### config.mk
export PLATFORM = sky130hd
export DESIGN_NAME = regfile_scoreboard
export DESIGN_NICKNAME = d
export VERILOG_FILES = /design/src/rtl/regfile_pkg.sv /design/src/rtl/regfile_read_port.sv /design/src/rtl/regfile_scoreboard.sv
export SDC_FILE = /design/constraint.sdc
export NUM_CORES = 2
export LEC_CHECK = 0
export ABC_AREA = 1
export BUFFER_PORTS_ARGS = -buffer_cell sky130_fd_sc_hd__buf_4
export CAP_MARGIN = 20
export CORE_MARGIN = 2
export CORE_UTILIZATION = 53
export CTS_BUF_LIST = sky130_fd_sc_hd__clkbuf_8 sky130_fd_sc_hd__clkbuf_16
export CTS_CLUSTER_DIAMETER = 120
export DETAILED_ROUTE_END_ITERATION = 10
export PLACE_DENSITY = 0.69
export RECOVER_POWER = 50
export SETUP_SLACK_MARGIN = 0.3
export SYNTH_ARGS = -nofsm -noshare
export SYNTH_HDL_FRONTEND = slang
export SYNTH_SLANG_ARGS = --single-unit
### constraint.sdc
create_clock -name clk -period 3 [get_ports clk]
set_input_delay 0 -clock clk [delete_from_list [all_inputs] [get_ports clk]]
set_output_delay 0 -clock clk [all_outputs]
set_load 0.02 [all_outputs]
### src/rtl/regfile_pkg.sv
// Shared definitions for the register file with scoreboard.
// Holds the default configuration, the address/data types for that default
// configuration, and the register-zero guard used by the top and read ports.
package regfile_pkg;

    localparam int DEFAULT_DATA_WIDTH = 32;
    localparam int DEFAULT_NUM_REGS   = 16;
    localparam int DEFAULT_NUM_READ   = 2;
    localparam int DEFAULT_ADDR_WIDTH = $clog2(DEFAULT_NUM_REGS);

    typedef logic [DEFAULT_ADDR_WIDTH-1:0] reg_addr_t;
    typedef logic [DEFAULT_DATA_WIDTH-1:0] reg_data_t;

    // True when register 0 is hardwired and the address selects it.
    // Callers widen their address to 32 bits so one function serves every
    // ADDR_WIDTH.
    function automatic logic zero_guard(input int zeroReg, input int unsigned addr);
        return (zeroReg != 0) && (addr == 0);
    endfunction

endpackage

### src/rtl/regfile_read_port.sv
// One combinational read port of the register file.
// Ports:
//   readAddr                 register selected by this port
//   regFile                  registered storage array
//   writeEnable0/1, writeAddr0/1, writeData0/1
//                            same-cycle writes, already qualified by reset
//                            and the register-zero rule (port 1 has priority)
//   pending                  registered scoreboard vector
//   readData                 operand value (bypassed when BYPASS != 0)
//   readPending              scoreboard bit of the addressed register
module regfile_read_port
    import regfile_pkg::*;
#(
    parameter int DATA_WIDTH = DEFAULT_DATA_WIDTH,
    parameter int NUM_REGS   = DEFAULT_NUM_REGS,
    parameter int ADDR_WIDTH = $clog2(NUM_REGS),
    parameter int ZERO_REG   = 1,
    parameter int BYPASS     = 1
) (
    input  logic [ADDR_WIDTH-1:0]                readAddr,
    input  logic [NUM_REGS-1:0][DATA_WIDTH-1:0]  regFile,
    input  logic                                 writeEnable0,
    input  logic [ADDR_WIDTH-1:0]                writeAddr0,
    input  logic [DATA_WIDTH-1:0]                writeData0,
    input  logic                                 writeEnable1,
    input  logic [ADDR_WIDTH-1:0]                writeAddr1,
    input  logic [DATA_WIDTH-1:0]                writeData1,
    input  logic [NUM_REGS-1:0]                  pending,
    output logic [DATA_WIDTH-1:0]                readData,
    output logic                                 readPending
);

    always_comb begin
        // NOTE: both outputs get a default before any branch so every path
        // assigns them and no latch is inferred.
        readData    = regFile[readAddr];
        readPending = pending[readAddr];

        // A value being written this cycle is the freshest copy, so the
        // operand is ready even if the scoreboard still says pending.
        if (BYPASS != 0) begin
            if (writeEnable1 && (writeAddr1 == readAddr)) begin
                readData    = writeData1;
                readPending = 1'b0;
            end else if (writeEnable0 && (writeAddr0 == readAddr)) begin
                readData    = writeData0;
                readPending = 1'b0;
            end
        end

        // Register zero wins over everything, bypass included.
        if (zero_guard(ZERO_REG, 32'(readAddr))) begin
            readData    = '0;
            readPending = 1'b0;
        end
    end

endmodule

### src/rtl/regfile_scoreboard.sv
// Multi-ported register file with a per-register pending scoreboard.
// Decode reads operands and reserves destinations; write-back writes results
// and thereby clears the pending bit of the written register.
// Ports:
//   clk, rst_n               clock (rising edge), async active-low reset
//   readAddr, readValid      packed read addresses / operand-used qualifiers
//   readData, readPending    packed read data / pending bit per read port
//   hazard                   some used operand is still pending
//   writeEnable0/1, writeAddr0/1, writeData0/1
//                            write ports; port 1 wins on an address clash
//   reserveEnable, reserveAddr
//                            mark a destination register as pending
//   pendingCount             number of pending registers
module regfile_scoreboard
    import regfile_pkg::*;
#(
    parameter int DATA_WIDTH = DEFAULT_DATA_WIDTH,
    parameter int NUM_REGS   = DEFAULT_NUM_REGS,
    parameter int ADDR_WIDTH = $clog2(NUM_REGS),
    parameter int NUM_READ   = DEFAULT_NUM_READ,
    parameter int ZERO_REG   = 1,
    parameter int BYPASS     = 1
) (
    input  logic                           clk,
    input  logic                           rst_n,
    input  logic [NUM_READ*ADDR_WIDTH-1:0] readAddr,
    input  logic [NUM_READ-1:0]            readValid,
    output logic [NUM_READ*DATA_WIDTH-1:0] readData,
    output logic [NUM_READ-1:0]            readPending,
    output logic                           hazard,
    input  logic                           writeEnable0,
    input  logic [ADDR_WIDTH-1:0]          writeAddr0,
    input  logic [DATA_WIDTH-1:0]          writeData0,
    input  logic                           writeEnable1,
    input  logic [ADDR_WIDTH-1:0]          writeAddr1,
    input  logic [DATA_WIDTH-1:0]          writeData1,
    input  logic                           reserveEnable,
    input  logic [ADDR_WIDTH-1:0]          reserveAddr,
    output logic [ADDR_WIDTH:0]            pendingCount
);

    logic [NUM_REGS-1:0][DATA_WIDTH-1:0] regFile;
    logic [NUM_REGS-1:0]                 pending;
    logic [NUM_REGS-1:0]                 pendingNext;
    logic                                writeActive0;
    logic                                writeActive1;
    logic                                reserveActive;

    // Qualified requests. Gating with rst_n keeps in-flight writes from being
    // forwarded to readData while reset is held.
    assign writeActive0  = rst_n && writeEnable0  && !zero_guard(ZERO_REG, 32'(writeAddr0));
    assign writeActive1  = rst_n && writeEnable1  && !zero_guard(ZERO_REG, 32'(writeAddr1));
    assign reserveActive = rst_n && reserveEnable && !zero_guard(ZERO_REG, 32'(reserveAddr));

    // Storage. Port 1 is assigned last so it wins when both ports target the
    // same register.
    always_ff @(posedge clk or negedge rst_n) begin
        // NOTE: the storage array is reset because every register must read
        // 0 after reset; this rules out a RAM macro for this block.
        if (!rst_n) begin
            regFile <= '0;
        end else begin
            // NOTE: non-blocking assignments so every register samples the
            // pre-edge values, independent of statement order.
            if (writeActive0) regFile[writeAddr0] <= writeData0;
            if (writeActive1) regFile[writeAddr1] <= writeData1;
        end
    end

    // Scoreboard next state. A reserve beats a same-cycle write-back: the
    // newer producer owns the register.
    always_comb begin
        pendingNext = pending;
        for (int r = 0; r < NUM_REGS; r++) begin
            if (reserveActive && (reserveAddr == ADDR_WIDTH'(r))) begin
                pendingNext[r] = 1'b1;
            end else if ((writeActive0 && (writeAddr0 == ADDR_WIDTH'(r))) ||
                         (writeActive1 && (writeAddr1 == ADDR_WIDTH'(r)))) begin
                pendingNext[r] = 1'b0;
            end
        end
    end

    always_ff @(posedge clk or negedge rst_n) begin
        if (!rst_n) begin
            pending <= '0;
        end else begin
            pending <= pendingNext;
        end
    end

    // Popcount of the registered scoreboard.
    always_comb begin
        pendingCount = '0;
        for (int r = 0; r < NUM_REGS; r++) begin
            pendingCount = pendingCount + (ADDR_WIDTH+1)'(pending[r]);
        end
    end

    for (genvar i = 0; i < NUM_READ; i++) begin : g_read
        regfile_read_port #(
            .DATA_WIDTH (DATA_WIDTH),
            .NUM_REGS   (NUM_REGS),
            .ADDR_WIDTH (ADDR_WIDTH),
            .ZERO_REG   (ZERO_REG),
            .BYPASS     (BYPASS)
        ) u_readPort (
            .readAddr     (readAddr[i*ADDR_WIDTH +: ADDR_WIDTH]),
            .regFile      (regFile),
            .writeEnable0 (writeActive0),
            .writeAddr0   (writeAddr0),
            .writeData0   (writeData0),
            .writeEnable1 (writeActive1),
            .writeAddr1   (writeAddr1),
            .writeData1   (writeData1),
            .pending      (pending),
            .readData     (readData[i*DATA_WIDTH +: DATA_WIDTH]),
            .readPending  (readPending[i])
        );
    end

    assign hazard = |(readValid & readPending);

endmodule
---- Yosys cells after proc, flatten, opt, wreduce, memory -nomap -nowiden ----
Index checks and enable logic that the tools add are counted.
storage, ports and cells
  word-level logic and storage cells ...... 264
  flip-flop bits (word level) ............. 528
  output and inout bits ................... 72
  input port bits ......................... 91
cells by class
  eq/ne operators ......................... 49
  multiplexer cells ....................... 60
  reductions and logical operators ........ 101
  add/sub/neg operators ................... 15
  bitwise gates (word level) .............. 1
  order comparisons ....................... 6
operators with widths
  cell                number
  $bwmux 512          2
  $mux 512            2
  $mux 32             10
  $bmux 32 s4         2
  $demux 32 s4        2
  $eq 4x4->1 const B  24
  $logic_and 1x1->1   60
  $add 5x1->5         11
  $eq 4x3->1 const B  12
  $mux 1              40
  $reduce_bool 2->1   16
  $eq 4x2->1 const B  6
  $logic_not 4->1     5
  $lt 4x5->1 const B  4
  $eq 4x4->1          4
  $logic_or 1x1->1    16
  $eq 4x1->1 const B  3
  $bmux 1 s4          2
  $ge 4x1->1 const B  2
  $add 4x1->5         1
  $add 3x1->4         1
  $add 2x1->3         1
  $logic_not 1->1     3
  $add 1x1->2         1
  other kinds (2)     2

---- Longest topological paths before layout ----
  word-level depth ........................ 15
  gate-level depth with buffers ........... 13
  gate-level depth less buffers ........... 12

---- Hierarchy ----
A second synthesis with hierarchy kept.
second synthesis, totals
  cells, all modules ...................... 7376
  area total of the unflattened synthesis .. 42231.8 um^2
modules (own cells, without submodules)
  module              area an instance (um^2)  cells each  sequential area each (um^2)  instances
  regfile_scoreboard  27450.1                  3818        13212.7                      1
  regfile_read_port   7390.8                   1779        0.0                          2

---- Worst setup path before layout ----
No wires, ideal clock.
  path kind ............................... register to output
  start ................................... register pending[11]
  end ..................................... output pendingCount[4]
  data required time ...................... 3.000 ns
  path slack .............................. -0.503 ns
  stages on the path, launching flop included .. 11
  data arrival time ....................... 3.503 ns
  path buffers ............................ 0
  path through ............................ dfrtp_1 > inv_1 > fa_1 > fa_1 > fa_1 > fa_1 > inv_1 > ha_1 > inv_1 > fa_1 > o21ai_0
on the way
  longest elaborated chain between the ends .. 5
RTL lines
  what                      line                      text
  start, declared           regfile_scoreboard.sv:43  logic [NUM_REGS-1:0] pending;
  start signal, assigned    regfile_scoreboard.sv:88  pending <= pendingNext;
  $add 5x1->5 (5 in a row)  regfile_scoreboard.sv:96  pendingCount = pendingCount + (ADDR_WIDTH+1)'(pending[r]);
  end, declared             regfile_scoreboard.sv:39  output logic [ADDR_WIDTH:0] pendingCount
Every way passes these cells.

---- Worst setup path after layout ----
  start ................................... register pending[11]
  end ..................................... output pendingCount[2]
Same word-level chain as after synthesis.

==> metrics.md <==
| Metric | Value |
|---|---|
| Htree depth | 2 |
| Layout cells sized above 1 | 8.19% |
| CTS tree | yes |
| Count leader, synth | nand2_1 |
| Synth warn | 0 |
| Rel. slew slack | -33.9% |
| Ys flop type | dfrtp_1 |
| Worst VDD drop | 949 uV |
| Initial antenna violation count | 5 |
| Clock slew at reported path FFs | 60 ps |
| Setup WS post-layout | -992 ps |
| Area after DPL | 38400 um^2 |
| P per Cell Area | 668 nW/um^2 |
| Clk_lat worst skew | 650 ps |
| Number of global-route vias before repair | 38800 |
| Die width | 266 um |
| Via/cell ratio | 6.45 |
| Failing checks | max-capacitance violations, max-slew violations, negative setup slack |
| Top cells by area, synth | dfrtp_1 36%, nand2_1 15%, o21ai_0 9.2%, nand3_1 7.1%, inv_1 5.7% |
| Slew Viols, Final | 157 |
| Fmax | 251 MHz |
| Commonest cells post-synth | 1445 x nand2_1, 667 x o21ai_0, 549 x inv_1 |
| CORE AREA | 68200 um^2 |
| Skew final | 0 ps |
| Net Sw Power | approximately 10 mW |
| Final Cell Area | a little over 40000 um^2 |
| Clk network pwr share | 27.2% |
| Final Cycle Share | 133% |
| Min Tclk post-route | 3990 ps |
| Post-route ant nets | 0 |
| Synthesized flop and latch total | 528 |
| First-pass GRT wire length | approximately 240 mm |
| Setup TNS | -104310 ps |
| Full die area | 70800 um^2 |
| Area Overhead vs Synth | 13.7% |
| Boundary Pins | 163 |
| Setup Viol. Count Final | 249 |
| Endpoints failing hold | 0 |
| Max-Cap Viols | 4 |
| LEAKAGE | 19.7 nW |
| CP Data Arrival Time | 3990 ps |
| Pwr Total | ~28 mW |
| Internal power | 17.4 mW |
| Vias | 41800 |
| CP required | 3000 ps |
| Die Y | 266 um |
| Port Buffers | between 150 and 200 |
| Drt total wl | around 160 mm |
| Clock Path Buffers | 3 |
| Critical path startpoint category | register |
| Unrepaired setup endpoints after global routing | yes |
| Syn avg cell area | between 6 and 7 um^2 |
| Syn Inst Count | 5621 |
| Clock sink count | between 500 and 600 |
| Ys async rst share | between 90% and 100% |
| Overflow left after global routing | 0 |
| Global-route usage over all layers | 45.1% |
| Outcome | complete, but fails checks |
| Seq pwr share | 35.7% |
| Syn_nets | between 5000 and 6000 |
| Largest net degree at the start of global routing | 153 |
| DR WL/cell | 25.0 um |
| Post-synth EDFFs | 0 |
| Post-synth cell types | 32 |
| Switching portion of total power | 37.1% |
| DR iter-0 viols | 6286 |
| Placement Rows | 96 |
| Setup crit end kind | output port |
| Final #Nets | 5650 |
| Register area share after synthesis | 36.3% |
| First-pass iteration count of the detailed router | 9 |
| DRC | 0 |
| Initial core utilization | 53.3% |
| # Post-CTS Setup Buffers | 0 |
| Hold WC Path Type | input pin to register |
| Share of the synthesized area in the top cell type | 36.3% |
| Actual slew at the worst max-slew pin | approximately 2000 ps |
| Gate power share | between 30% and 40% |
| Synth area leader | dfrtp_1 |
| Crit-path max FO | 2 |
| HPWL after DPL | 92.3 mm |
| Synthesized cell area | 36400 um^2 |
| Crit Path Class | register to output port |
| GP Congestion | 0.928 |
| Cts bufs inserted | 60 |
| Root buffer cell | clkbuf_16 |
state kept, by name (all words and copies together), names as in the netlist:
name / count
regFile: 512
pending: 16
worst max-delay path, cell delays in order (launching register included):
cell	delay [ps]
dfrtp_1	360
inv_2	50
fa_1	540
fa_1	440
fa_1	550
fa_1	430
inv_2	80
ha_4	130
inv_2	30
fa_2	400
xnor2_4	180
buf_6	140
layout by cell type, fill, tap and decap left out, types with 12 or more instances in the layout:
| cell type | Yosys | routed |
|---|---|---|
| dfrtp_1 | 528 | 528 |
| clkbuf_16 | 0 | 61 |
| o22ai_1 | 299 | 299 |
| a21oi_1 | 304 | 305 |
| clkbuf_8 | 0 | 15 |
| o211ai_1 | 196 | 196 |
| dlygate4sd3_1 | 0 | 112 |
| nor2_4 | 0 | 12 |
| nor2_1 | 266 | 253 |
| nor3_1 | 219 | 222 |
| buf_4 | 2 | 254 |
| nand2_1 | 1445 | 1430 |
| inv_2 | 7 | 12 |
| nand2_2 | 0 | 14 |
| buf_12 | 0 | 31 |
| nand3_1 | 518 | 513 |
| clkinv_2 | 0 | 12 |
| o21ai_0 | 667 | 669 |
| inv_1 | 549 | 555 |
final timing paths:
kind	start	end	slack (ps)	depth (start not counted)
worst max-delay path	pending[11]	pendingCount[2]	-990	11
worst min-delay path	writeAddr1[1]	pending[8]	20	5
worst max register to register	regFile[253]	regFile[253]	1470	5
worst min register to register	regFile[7]	regFile[7]	380	0
max in group asynchronous	rst_n	regFile[214]	-500	5
min in group asynchronous	rst_n	regFile[72]	690	3
layer usage:
metal	up-vias	routed length (um)	GRT usage (%)
met5	-	13	0.0693
met4	2	12200	28.8
met3	820	23900	13.3
met2	3346	67400	66.0
met1	19100	58400	58.3
li1	18600	-	-
area by class of cell:
class | count | area [um^2]
fillers | 6448 | 26900
multi-input cells | 3970 | 19100
inverters | 559 | 2110
well taps | 882 | 1100
flip-flops and latches | 528 | 13200
diodes | 10 | 25.0
repair buffers | 425 | 3870
clock inverters | 31 | 220
clock buffers | 76 | 1730
logic make-up after synthesis:
| logic type | share of synthesized area (%) |
|---|---|
| buf+inv | 11.8 |
| flops | 36.3 |
| xor+xnor | 0.0963 |
| fa+ha+maj | 0.722 |
| simple gates | 28.2 |
| compound gates | 22.9 |
metrics by stage:
step	utilization, %	instances	hold slack, ps	worst slack [ps]
after floorplan	-	5621	-296	-165
after global placement	56.2	6251	-93.0	-304
after detailed placement	56.2	6251	-95.3	-348
after CTS	60.8	6471	0.733	-1020
after global routing	60.6	6471	90.4	-1090
final	60.6	6481	17.6	-992
repair_timing:
| item | 4_1_cts | 5_1_grt |
|---|---|---|
| gates resized for setup | 10 | 2 |
| gates cloned | 0 | 0 |
| endpoints found under the hold margin | 839 | 0 |
| pin swaps | 3 | 1 |
| setup endpoints to repair | 5 | 10 |
| hold buffers | 113 | 0 |
power groups by stage:
stage / logic (mW) / clock network, mW / registers [mW]
2_1_floorplan: 6.89 / 0 / 9.69
3_3_place_gp: 9.27 / 0 / 9.89
3_5_place_dp: 9.48 / 0 / 9.93
4_1_cts: 10.1 / 7.49 / 9.82
5_1_grt: 11.4 / 7.79 / 10.1
6_report: 10.3 / 7.51 / 9.86
(Power assumes the default switching activity.)
